$ cat src/rtl/alu_share_arb_pkg.sv
`default_nettype none
// ============================================================================
// Module   : alu_share_pkg
// Brief    : Shared state encoding and ALU function codes for alu_share_arb.
// Revision : 1.0  initial release
// ============================================================================
package alu_share_pkg;

    typedef logic [1:0] state_t;

    localparam state_t IDLE = 2'd0;
    localparam state_t EXEC = 2'd1;
    localparam state_t RESP = 2'd2;

    localparam logic [5:0] ADD = 6'b000000;
    localparam logic [5:0] SUB = 6'b000001;
    localparam logic [5:0] AND = 6'b011000;
    localparam logic [5:0] OR  = 6'b011110;
    localparam logic [5:0] SLL = 6'b100000;
    localparam logic [5:0] EQ  = 6'b110011;
    localparam logic [5:0] LT  = 6'b110101;

endpackage
`default_nettype wire

$ cat src/rtl/alu_share_arb_rr_pick.sv
`default_nettype none
// ============================================================================
// Module   : rr_pick
// Brief    : Combinational round-robin picker; first valid index at or after
//            rr_ptr with wrap-around, as one-hot grant plus binary index.
// Revision : 1.0  initial release
// ============================================================================
module rr_pick
    import alu_share_pkg::*;
#(
    parameter int NREQ = 2,
    parameter int IDW  = 2
) (
    input  logic [NREQ-1:0] req_valid,
    input  logic [IDW-1:0]  rr_ptr,
    output logic [NREQ-1:0] grant,
    output logic [IDW-1:0]  grant_idx,
    output logic            grant_any
);

    function automatic int wrap_idx(input int base, input int k);
        int j;
        j = base + k;
        if (j >= NREQ) j = j - NREQ;
        return j;
    endfunction

    // Scan from the farthest offset down so the nearest valid requester wins.
    always_comb begin
        grant     = '0;
        grant_idx = '0;
        grant_any = 1'b0;
        for (int k = NREQ - 1; k >= 0; k--) begin
            if (req_valid[wrap_idx(int'(rr_ptr), k)]) begin
                grant                             = '0;
                grant[wrap_idx(int'(rr_ptr), k)]  = 1'b1;
                grant_idx                         = IDW'(wrap_idx(int'(rr_ptr), k));
                grant_any                         = 1'b1;
            end
        end
    end

endmodule
`default_nettype wire

$ cat src/rtl/alu_share_arb.sv
`default_nettype none
// ============================================================================
// Module   : alu_share_arb
// Brief    : Round-robin sharing of one ALU among NREQ requesters with a held
//            response port. Optional ALU_SHARE_ARB_OVF_EXC_EN adds rsp_exc.
// Revision : 1.0  initial release
// ============================================================================
module alu_share_arb
    import alu_share_pkg::*;
#(
    parameter int NREQ = 2,
    parameter int IDW  = 2
) (
    input  logic             clk,
    input  logic             reset,
    input  logic [NREQ-1:0]  req_valid,
    output logic [NREQ-1:0]  req_ready,
    input  logic [NREQ*32-1:0] req_A,
    input  logic [NREQ*32-1:0] req_B,
    input  logic [NREQ*6-1:0]  req_ALUFun,
    input  logic [NREQ-1:0]  req_Sign,
    output logic [31:0]      alu_A,
    output logic [31:0]      alu_B,
    output logic [5:0]       alu_ALUFun,
    output logic             alu_Sign,
    input  logic [31:0]      alu_Z,
    input  logic             alu_V,
    output logic             rsp_valid,
    input  logic             rsp_ready,
    output logic [IDW-1:0]   rsp_id,
    output logic [31:0]      rsp_Z,
    output logic             rsp_V
`ifdef ALU_SHARE_ARB_OVF_EXC_EN
    ,
    output logic             rsp_exc
`endif
);

    state_t          r_state;
    logic [IDW-1:0]  r_rr_ptr;
    logic [IDW-1:0]  r_id_q;

    logic [NREQ-1:0] w_grant;
    logic [IDW-1:0]  w_idx;
    logic            w_any;
    logic            w_take;
    logic [IDW-1:0]  w_next_ptr;

    rr_pick #(
        .NREQ (NREQ),
        .IDW  (IDW)
    ) u_rr_pick (
        .req_valid (req_valid),
        .rr_ptr    (r_rr_ptr),
        .grant     (w_grant),
        .grant_idx (w_idx),
        .grant_any (w_any)
    );

    // A grant only exists for a valid requester, so w_any is the handshake.
    assign w_take     = (r_state == IDLE) && !reset && w_any;
    assign req_ready  = w_take ? w_grant : '0;
    assign w_next_ptr = (int'(w_idx) == NREQ - 1) ? '0 : w_idx + IDW'(1);

`ifdef ALU_SHARE_ARB_OVF_EXC_EN
    logic w_exc;
    assign w_exc = alu_V & alu_Sign & (alu_ALUFun[5:4] == 2'b00);
`endif

    always_ff @(posedge clk) begin
        if (reset) begin
            r_state    <= IDLE;
            r_rr_ptr   <= '0;
            r_id_q     <= '0;
            alu_A      <= '0;
            alu_B      <= '0;
            alu_ALUFun <= '0;
            alu_Sign   <= 1'b0;
            rsp_valid  <= 1'b0;
            rsp_id     <= '0;
            rsp_Z      <= '0;
            rsp_V      <= 1'b0;
`ifdef ALU_SHARE_ARB_OVF_EXC_EN
            rsp_exc    <= 1'b0;
`endif
        end else begin
            case (r_state)
                IDLE: begin
                    if (w_take) begin
                        alu_A      <= req_A[int'(w_idx)*32 +: 32];
                        alu_B      <= req_B[int'(w_idx)*32 +: 32];
                        alu_ALUFun <= req_ALUFun[int'(w_idx)*6 +: 6];
                        alu_Sign   <= req_Sign[w_idx];
                        r_id_q     <= w_idx;
                        r_rr_ptr   <= w_next_ptr;
                        r_state    <= EXEC;
                    end
                end
                EXEC: begin
`ifdef ALU_SHARE_ARB_OVF_EXC_EN
                    rsp_Z   <= w_exc ? 32'h0 : alu_Z;
                    rsp_exc <= w_exc;
`else
                    rsp_Z   <= alu_Z;
`endif
                    rsp_V     <= alu_V;
                    rsp_id    <= r_id_q;
                    rsp_valid <= 1'b1;
                    r_state   <= RESP;
                end
                RESP: begin
                    if (rsp_ready) begin
                        rsp_valid <= 1'b0;
                        r_state   <= IDLE;
                    end
                end
                default: r_state <= IDLE;
            endcase
        end
    end

endmodule
`default_nettype wire

$ cat config.mk
export PLATFORM = sky130hd
export DESIGN_NAME = alu_share_arb
export DESIGN_NICKNAME = d
export VERILOG_FILES = /design/src/rtl/alu_share_arb_pkg.sv /design/src/rtl/alu_share_arb_rr_pick.sv /design/src/rtl/alu_share_arb.sv
export SDC_FILE = /design/constraint.sdc
export NUM_CORES = 1
export LEC_CHECK = 0
export BUFFER_PORTS_ARGS = -buffer_cell sky130_fd_sc_hd__buf_2
export CAP_MARGIN = 0
export CORE_MARGIN = 2
export CORE_UTILIZATION = 40
export CTS_CLUSTER_DIAMETER = 40
export DETAILED_ROUTE_END_ITERATION = 10
export GPL_TIMING_DRIVEN = 0
export PLACE_DENSITY = 0.71
export SETUP_SLACK_MARGIN = 0.02
export SLEW_MARGIN = 20
export SYNTH_ARGS = -nofsm -noshare
export SYNTH_HDL_FRONTEND = slang
export SYNTH_SLANG_ARGS = --single-unit
$ cat constraint.sdc
create_clock -name clk -period 3.8 [get_ports clk]
set_input_delay 0.57 -clock clk [delete_from_list [all_inputs] [get_ports clk]]
set_output_delay 0.57 -clock clk [all_outputs]
set_load 0.02 [all_outputs]
==> impl_metrics.py <==
metrics = {
    "outcome": {
        "status": "complete, no violations",
    },
    "timing": {
        "setup_viol": 0,
        "fin_crit_ps": 2801,
        "fin_skew_ps": 4.396,
        "slew_headroom_pct": 44.12,
        "final_hold_viol_count": 0,
        "fin_setup_tns_ps": 0,
        "worstMarginPinSlew_ps": 838.2,
        "finalMaxSlewViolations": 0,
        "rsz0062_at_grt": "no",
        "fmax_mhz": 357.0,
        "setup_slack_ps": 999.2,
        "fin_crit_sh_pct": 73.71,
    },
    "worst_setup_path": {
        "slowest_stage": "or4_1",
        "crit_family": "buffers and inverters",
        "path_common_cell": "clkbuf_1",
        "path_depth": 6,
        "r2r-end": "alu_A[24]",
        "critPathMaxFanout": 10,
        "r2r_slack_ps": 1740,
        "critical_path_class": "reg -> out",
        "startpoint_type": "flip-flop",
        "crit_path_end_kind": "primary output",
        "cpPeakStageDelay_ps": 520,
        "path_cells": "or4_1 > clkbuf_1 > clkbuf_1 > inv_1 > and3_1 > buf_2",
        "path_buf_inv": 4,
        "worstPathRequired_ps": 3230,
        "rr_worst_depth": 5,
        "cp-endpoint": "req_ready[0]",
        "cp-startpoint": "r_state[1]",
        "rr_startpoint": "r_rr_ptr[0]",
        "cp_data_arrival_time_ps": 2230,
    },
    "clock_tree": {
        "htree_levels": 4,
        "ctsHoldBuffers": 0,
        "clk_latency_ps": 400,
        "cts_tree": "built",
        "clk_path_buf_depth": 2,
        "cts_made_buffers": 17,
        "cts_resized": 0,
        "cts_sinks": 113,
        "cts-root-buf": "clkbuf_16",
        "post_cts_buffers": 0,
        "clk_pin_slew_ps": 50,
    },
    "grt": {
        "grt_pass1_vias": 4932,
        "gr-usage-all-layers_pct": 23.49,
        "grt_pass1_wl_um": 23430,
        "grt-ovfl-total": 0,
        "grt_max_degree": 17,
        "antenna_found_initial": 1,
    },
    "routing": {
        "vias": 4821,
        "dr_wl_met3_um": 1306,
        "wl_met1_um": 5672,
        "top_layer": "met4",
        "ant_nets": 0,
        "drc": 0,
        "avgRoutedWirePerCell_um": 15.32,
        "drtPass1Iterations": 4,
        "drt_iter0_markers": 192,
        "via_per_inst": 4.975,
        "wirelength_um": 14850,
        "met2WireLength_um": 7546,
    },
    "power": {
        "p_leak_nw": 3.504,
        "vdd_drop_max_uv": 294.1,
        "power_density_nw_per_um2": 498.1,
    },
    "synth": {
        "postSynthAreaPerCell_um2": 9.217,
        "synth_warnings": 0,
        "ys_ff_latch": 113,
        "syn_inst": 507,
        "synth.top_cell.area_share_pct": 48.41,
        "syn-cell-area_um2": 4673,
        "syn-num-nets": 687,
        "synth_area_leader_cell": "dfxtp_1",
        "synth.yosys.seq_area_share_pct": 48.41,
        "ys_types": 22,
        "synthTopCellsByArea": "dfxtp_1 (48%), mux2i_1 (15%), nand3b_1 (11%)",
    },
    "floorplanning": {
        "die_area_um2": 12560,
        "die-width_um": 112.1,
        "start_util_pct": 40.93,
        "num_rows": 39,
        "die_h_um": 112.1,
        "core_um2": 11420,
        "io_pins": 289,
    },
    "final_layout": {
        "nNetsFinal": 994,
        "drive_gt1_share_pct": 39.39,
        "seq_area_um2": 2262,
        "area_growth_pct": 46.96,
        "multi_input_area_um2": 2170,
        "fill_cells": 1019,
    },
    "placement": {
        "place_worst_setup_slack_ps": 1062,
        "hpwlAfterDp_um": 11460,
        "gp_congestion": 0.8835,
        "io_buffers": 288,
    },
    "run": {
        "maxCapViolCount": 0,
    },
    "min_path": {
        "hold_class": "in -> reg",
    },
}
## kinds of logic after synthesis
group / synth area share, %
AOI/OAI and AO/OA: 12.26
and+or+nand+nor: 18.96
muxes: 15.21
DFF: 48.41
buffers and inverters: 5.167
## worst register-to-register path: stages (launching register included)
cell,delay (ps)
dfxtp_1,320
o21ai_0,160
buf_2,290
clkbuf_1,680
mux2i_1,400
o21ai_1,100
## synthesized netlist by cell type
library cell,number
dfxtp_1,113
a21oi_1,39
nor2b_1,1
nand3b_1,71
inv_1,4
or2_2,1
and3_1,1
nor3_1,2
or4_1,1
a211oi_1,1
or3_1,1
nand2b_1,1
buf_6,7
nand2_1,75
buf_1,2
clkbuf_1,34
o21ai_1,70
buf_2,1
nor2_1,6
mux2i_1,71
o21ai_0,4
buf_4,1
## stage by stage
step | total power, mW | std cells | hold slack (ps) | util [%] | area, um^2
finish | 3.421 | 969 | 403.6 | 60.15 | 6868
global route | 3.570 | 969 | 401.1 | 60.15 | 6868
CTS | 3.454 | 968 | 385.2 | 60.12 | 6865
detailed placement | 1.917 | 938 | 444.6 | 55.12 | 6294
global placement | 1.902 | 938 | 438.7 | 55.12 | 6294
floorplan | 1.669 | 507 | 432.1 | - | 4673
## report_power, final
part	total (mW)	internal [mW]	switching [mW]
sequential	1.32	1.27	0.0468
combinational	0.575	0.238	0.338
clock	1.53	1.02	0.507
## metal layers
| metal | vias up | track usage (%) |
|---|---|---|
| met1 | 2212 | 25.93 |
| met5 | - | 0 |
| met2 | 211 | 41.20 |
| met3 | 25 | 7.343 |
| li1 | 2373 | - |
| met4 | 0 | 10.98 |
## area by class of cell
cell class                 instances  share of cell area [%]
clock inverter                     6                   1.166
buffer                            45                   3.297
multi-input combinational        345                   31.59
timing repair buffer             288                   20.99
clock buffer                      24                   7.160
antenna                            1                 0.03644
inverter                           4                  0.2186
sequential                       113                   32.94
tap                              143                   2.605
## worst min-delay path by stage
stage	start	slack [ps]	to	cells after the start
after global placement	rsp_Z[18]	440	rsp_Z[18]	2
after global routing	alu_Z[8]	400	rsp_Z[8]	3
final	alu_Z[16]	400	rsp_Z[16]	3
after CTS	alu_Z[22]	390	rsp_Z[22]	3
after detailed placement	r_id_q[0]	440	rsp_id[0]	2
after floorplan	r_id_q[0]	430	rsp_id[0]	2
## state kept, by name (all words and copies together) (netlist names)
name / flops
alu_A: 32
alu_B: 32
rsp_Z: 32
alu_ALUFun: 6
r_id_q: 2
r_rr_ptr: 2
r_state: 2
rsp_id: 2
alu_Sign: 1
rsp_V: 1
rsp_valid: 1
## layout by cell type (no fill, tap or decap), drive strengths merged, types with 2 or more instances in the layout
| cell | instances |
|---|---|
| a21oi | 39 |
| buf | 299 |
| bufinv | 2 |
| clkbuf | 58 |
| clkinv | 4 |
| dfxtp | 113 |
| inv | 4 |
| mux2i | 71 |
| nand2 | 75 |
| nand3b | 71 |
| nor2 | 6 |
| nor3 | 2 |
| o21ai | 74 |
Note: power is estimated with default switching activity, not from simulation.
